**src/rtl/dmem_arbiter.sv**
```systemverilog
// rtl/dmem_arbiter.sv - two-master bounded-burst round-robin arbiter for the single-port data RAM
module dmem_arbiter #(
    parameter int AW        = 8,
    parameter int DW        = 16,
    parameter int BURST_MAX = 4
) (
    input  logic          clk,
    input  logic          rst,
    input  logic          m0_req,
    input  logic          m0_we,
    input  logic [AW-1:0] m0_addr,
    input  logic [DW-1:0] m0_wdata,
    output logic          m0_gnt,
    output logic          m0_rvalid,
    output logic [DW-1:0] m0_rdata,
    input  logic          m1_req,
    input  logic          m1_we,
    input  logic [AW-1:0] m1_addr,
    input  logic [DW-1:0] m1_wdata,
    output logic          m1_gnt,
    output logic          m1_rvalid,
    output logic [DW-1:0] m1_rdata,
    output logic          mem_en,
    output logic          mem_we,
    output logic [AW-1:0] mem_addr,
    output logic [DW-1:0] mem_wdata,
    input  logic [DW-1:0] mem_rdata
);

    localparam int CW = $clog2(BURST_MAX) + 1;
    localparam logic [CW-1:0] CNT_MAX = CW'(BURST_MAX);

    logic          last;
    logic          run;
    logic [CW-1:0] cnt;
    logic          rd_pend;
    logic          rd_who;
    logic          gnt0;
    logic          gnt1;
    logic          sel_we;

    // Same-cycle grant: a lone requester always wins; under contention the
    // current owner keeps the RAM until its burst budget runs out.
    always_comb begin
        gnt0 = 1'b0;
        gnt1 = 1'b0;
        if (!rst) begin
            if (m0_req && m1_req) begin
                if (run && (cnt < CNT_MAX)) begin
                    gnt0 = !last;
                    gnt1 = last;
                end else begin
                    gnt0 = last;
                    gnt1 = !last;
                end
            end else begin
                gnt0 = m0_req;
                gnt1 = m1_req;
            end
        end
    end

    // RAM-side mux from the winner; the bus is held at zero when idle.
    always_comb begin
        mem_en    = gnt0 | gnt1;
        mem_we    = 1'b0;
        mem_addr  = '0;
        mem_wdata = '0;
        if (gnt0) begin
            mem_we    = m0_we;
            mem_addr  = m0_addr;
            mem_wdata = m0_wdata;
        end else if (gnt1) begin
            mem_we    = m1_we;
            mem_addr  = m1_addr;
            mem_wdata = m1_wdata;
        end
    end

    assign sel_we = gnt1 ? m1_we : m0_we;
    assign m0_gnt = gnt0;
    assign m1_gnt = gnt1;

    // Read data returns one cycle after the grant to whichever master issued it.
    always_comb begin
        m0_rvalid = rd_pend && !rst && !rd_who;
        m1_rvalid = rd_pend && !rst && rd_who;
        m0_rdata  = m0_rvalid ? mem_rdata : '0;
        m1_rdata  = m1_rvalid ? mem_rdata : '0;
    end

    // Burst bookkeeping and outstanding-read tracking.
    always_ff @(posedge clk) begin
        if (rst) begin
            last    <= 1'b1;
            run     <= 1'b0;
            cnt     <= '0;
            rd_pend <= 1'b0;
            rd_who  <= 1'b0;
        end else if (gnt0 || gnt1) begin
            if ((gnt1 == last) && run) begin
                if (cnt != CNT_MAX) begin
                    cnt <= cnt + CW'(1);
                end
            end else begin
                cnt  <= CW'(1);
                last <= gnt1;
            end
            run     <= 1'b1;
            rd_pend <= !sel_we;
            rd_who  <= gnt1;
        end else begin
            run     <= 1'b0;
            cnt     <= '0;
            rd_pend <= 1'b0;
        end
    end

endmodule

```
**config.mk**
```make
export PLATFORM = sky130hd
export DESIGN_NAME = dmem_arbiter
export DESIGN_NICKNAME = d
export VERILOG_FILES = /design/src/rtl/dmem_arbiter.sv
export SDC_FILE = /design/constraint.sdc
export NUM_CORES = 1
export LEC_CHECK = 0
export ABC_AREA = 1
export CAP_MARGIN = 15
export CORE_ASPECT_RATIO = 2
export CORE_MARGIN = 10
export CORE_UTILIZATION = 24
export DETAILED_ROUTE_END_ITERATION = 7
export PLACE_DENSITY = 0.92
export SYNTH_ARGS = -nofsm -noshare
export SYNTH_HDL_FRONTEND = slang
export SYNTH_SLANG_ARGS = --single-unit
```
**constraint.sdc**
```tcl
create_clock -name clk -period 1.7 [get_ports clk]
set_input_delay 0.34 -clock clk [delete_from_list [all_inputs] [get_ports clk]]
set_output_delay 0.34 -clock clk [all_outputs]
set_load 0.02 [all_outputs]
```
[Word level (Yosys, flattened, before mapping)]
Cells that the tools add are included.
Storage, ports and cells
  bits in registers: 7
  word-level logic and storage cells: 46
Operators by class
  add/sub/neg operators: 1
  magnitude comparators: 1
  equality and inequality tests: 3
  mux-type cells: 18
  bitwise gates (word level): 3
  reductions and logical operators: 14
Operators with widths (number)
  16-bit two-way mux: 4
  8-bit two-way mux: 2
  1-bit two-way mux: 12
  1-bit logical AND: 6
  1-bit logical NOT: 4
  3-bit by 1-bit adder with 3-bit output, second input constant: 1
  3-bit < comparator, second input constant: 1
  3-bit inequality test, second input constant: 1
  3-bit OR reduction: 1
  2-bit by 1-bit inequality test with 1-bit output, second input constant: 1
  1-bit inverter: 2
  2-bit AND reduction: 1
  2-bit OR reduction: 1
  1-bit equality test: 1
  1-bit logical OR: 1
  1-bit OR: 1

[Longest topological paths before layout]
  word-level depth: 9
  mapped depth: 10
  gate-level depth less buffers: 9

[Least setup slack after synthesis]
Ideal clock, no wire load.
  path kind: reg-to-output
  start point: register rd_who
  end point: output port m1_rdata[10]
  data arrival time: 1.627 ns
  required time: 1.360 ns
  path slack: -0.267 ns
  cell stages (with the launch flop): 6
  buffers on the path: 1
  cell sequence: dfxtp_1 > inv_1 > nor3_1 > inv_1 > buf_2 > nor2_1
Between the ends
  cells in the longest elaborated chain, start to end: 2
RTL lines
  start, declared: RTL line 37  | logic rd_who;
  start signal, assigned: RTL line 111  | rd_who <= gnt1;
  1-bit logical AND: RTL line 87  | m1_rvalid = rd_pend && !rst && rd_who;
  via m1_rvalid: RTL line 21  | output logic m1_rvalid,
  16-bit two-way mux: RTL line 89  | m1_rdata = m1_rvalid ? mem_rdata : '0;
  end, declared: RTL line 22  | output logic [DW-1:0] m1_rdata,
The timed path passes the listed nets, and every way through them passes these cells.

[Worst setup path after layout]
  start point: register last
  end point: output port mem_we
Between the ends
  cells in the longest elaborated chain, start to end: 6
  elaborated cells on any way between the ends: 9
  classes of those cells: mux: 8; reduce/logical: 1
RTL lines
  start, declared: RTL line 33  | logic last;
  start signal, assigned: RTL line 107  | last <= gnt1;
  1-bit logical NOT: RTL line 50, 54
  1-bit two-way mux: RTL line 49  | if (run && (cnt < CNT_MAX)) begin
  1-bit two-way mux: RTL line 48  | if (m0_req && m1_req) begin
  1-bit two-way mux: RTL line 47  | if (!rst) begin
  1-bit two-way mux: RTL line 73  | end else if (gnt1) begin
  1-bit two-way mux *: RTL line 69  | if (gnt0) begin
  end, declared: RTL line 24  | output logic mem_we,
Mark *: on every way between the ends. The rest lies on a longest branch, timed or not.

==> results.json <==
{
  "status": "finished, violations left",
  "violations": "negative setup slack",
  "cts_num_sinks": 7,
  "ant_nets": 0,
  "p_leak_nw": 1.34,
  "swShare": 0.354,
  "rsz0062_at_grt": "true",
  "htreeDepth": 1,
  "post-route-period-util": 1.08,
  "pwr-share-seq": 0.177,
  "fin_crit_ps": 1830,
  "synth_cell_types": 23,
  "ir_worst_vdd_mv": 0.522,
  "synth-compound-area-share": 0.0770,
  "powerDensity_mw_per_mm2": 410,
  "worstReg2RegStart": "last$_SDFFE_PP1P_",
  "hold_class": "primary input to flip-flop",
  "ios": 132,
  "routedWlPerCell_um": 15.7,
  "vias": 1740,
  "synth_cells": 184,
  "cp.required_ps": 1360,
  "via_per_inst": 4.50,
  "critPathCaptureType": "output pin",
  "clkPwrFrac": 0.237,
  "grt_pass1_wl_um": 9180,
  "postSynthAreaPerCell_um2": 5.03,
  "cts_max_path_buffers": 2,
  "cp_max_fo": 6,
  "drv_slew": 0,
  "clkLatencyLatePin_ps": 240,
  "power_switching_mw": 0.364,
  "layout_commonest_cell": "clkdlybuf4s50_1",
  "numPortBuffers": 131,
  "fin_nets": 411,
  "synthesis.nets": 256,
  "final_core_util": 0.682,
  "clk_transition_reported_paths_ps": 40,
  "start_util": 0.251,
  "synth_top_family_by_area": "simple AND/OR/NAND/NOR gates",
  "synth_mux_area_frac": 0,
  "drc_errors": 0,
  "firstDrtPassIters": 4,
  "setup-violations-final": 26,
  "cp.arrival_ps": 1490,
  "post-place-ws_ps": -934,
  "cts_root_buf": "clkbuf_8",
  "rows": 31,
  "die_w_um": 63.9,
  "num_antenna_cells": 0,
  "yosysWarningCount": 0,
  "layout-drive-gt1-share": 0.396,
  "dp.final_hpwl_um": 4760,
  "ys_ff_latch": 7,
  "synthXorXnorAreaFrac": 0.00946,
  "synth_adder_area_share": 0.0270,
  "grt_use_total": 0.165,
  "synthArstFlopShare": 0,
  "die_y_um": 108,
  "hp-start": "rst",
  "seq_area_frac_synth": 0.151,
  "final_cell_mix": "66 x clkdlybuf4s50_1, 61 x nand2_1, 38 x buf_4",
  "gr-total-overflow": 0,
  "p_comb_frac": 0.586,
  "ys.flop_type": "dfxtp_1",
  "wl_um": 6080,
  "internal-power_mw": 0.666,
  "syn_area_um2": 926,
  "cts_tree": "done",
  "startpoint_type": "flip-flop",
  "worst_pin_slew_ps": 248,
  "first_iter_violations": 101,
  "cts_buffers": 3,
  "slew_headroom": 0.835,
  "grt_pass1_vias": 1791,
  "grt_max_degree": 21,
  "startpoint": "last$_SDFFE_PP1P_",
  "fin_worst_skew_ps": 0.346,
  "placed_area_mm2": 0.00239,
  "gp_congestion": 0.782,
  "finalHoldViolCount": 0,
  "maxCapViolCount": 0,
  "antenna_found_initial": 0,
  "fin_area_mm2": 0.00251,
  "die_area_mm2": 0.00689,
  "coreArea_mm2": 0.00368,
  "synth-edff-count": 0,
  "yosys.area_share.simple": 0.531,
  "worstSetupPathType": "flip-flop to output pin",
  "finalWorstSetupSlack_ps": -130,
  "fmax_ghz": 0.546,
  "area_growth_syn_to_layout_pct": 171
}
==> repair_timing <==
| item | 4_1_cts | 5_1_grt |
|---|---|---|
| gates cloned | 3 | 0 |
| endpoints found under the setup margin | 62 | 56 |
| setup buffers | 2 | 2 |
| resized for setup | 316 | 47 |
| hold buffers | 0 | 0 |
| hold endpoints to repair | 0 | 0 |
| pin swaps | 10 | 7 |
==> metrics by stage <==
stage	cells	power, mW	TNS [ps]	hold WS [ps]
6_report	387	1.03	-2800	507
5_1_grt	387	1.09	-4480	539
4_1_cts	385	1.01	-2790	507
3_5_place_dp	376	0.740	-47870	574
3_3_place_gp	376	0.729	-45400	559
2_1_floorplan	184	0.399	-384	409
==> flip-flops by register name, indices dropped and copies added (netlist names) <==
| signal | flops |
|---|---|
| cnt | 3 |
| last | 1 |
| run | 1 |
| rd_who | 1 |
| rd_pend | 1 |
==> final cells by class <==
type                       count  area, um2
timing repair buffer         154       1420
fill                         305       1170
multi-input combinational    141        723
sequential                     7        143
inverter                      32        120
tap                           49       61.3
clock buffer                   4       45.0
==> critical path, stage by stage, from the launching register on <==
cell     delay (ps)
dfxtp_1         370
inv_1            80
nand2_2         100
nand3_4          90
o21ai_4         110
and2_4          240
nand2_2          50
o21ai_1          70
buf_4           150
==> per-layer routing <==
layer / global-route usage / part of all wire / routed length, um
met1: 0.166 / 0.35 / 2120
met4: 0.0708 / 0.027 / 165
met3: 0.0574 / 0.10 / 628
met2: 0.294 / 0.52 / 3160
met5: 0 / 0 / 0
==> final timing paths <==
kind / to / slack (ps) / cells after the start
max reg2reg: cnt[0]$_SDFFE_PP0P_ / 450 / 8
min reg2reg: cnt[1]$_SDFFE_PP0N_ / 590 / 4
max: mem_we / -130 / 8
min: rd_who$_SDFFE_PP0N_ / 510 / 2
==> cell families (layout without fill, tap and decap cells) <==
group / Yosys count / in the layout
AO/OA/AOI/OAI: 12 / 12
XOR/XNOR: 1 / 1
adder cells (fa/ha/maj): 2 / 2
buffers and inverters: 39 / 190
flip-flops: 7 / 7
AND/OR/NAND/NOR: 123 / 126
==> power groups by stage <==
stage / Sequential, mW / Combinational [mW] / Clock [mW]
final: 0.182 / 0.603 / 0.244
after CTS: 0.182 / 0.581 / 0.246
after global placement: 0.184 / 0.545 / 0
after detailed placement: 0.184 / 0.556 / 0
after global routing: 0.183 / 0.647 / 0.258
after floorplan: 0.183 / 0.216 / 0
==> synthesized netlist by cell type (2+ instances only) <==
cell type | instances | share of area
o21ai_0 | 4 | 0.022
nor3_1 | 2 | 0.011
buf_2 | 3 | 0.016
o211ai_1 | 2 | 0.016
inv_2 | 2 | 0.0081
ha_1 | 2 | 0.027
dfxtp_1 | 7 | 0.15
nand2_2 | 4 | 0.027
nor2_1 | 35 | 0.14
nand2_1 | 77 | 0.31
inv_1 | 30 | 0.12
a21oi_1 | 4 | 0.022
nand4_1 | 2 | 0.014
(Power assumes the default switching activity.)
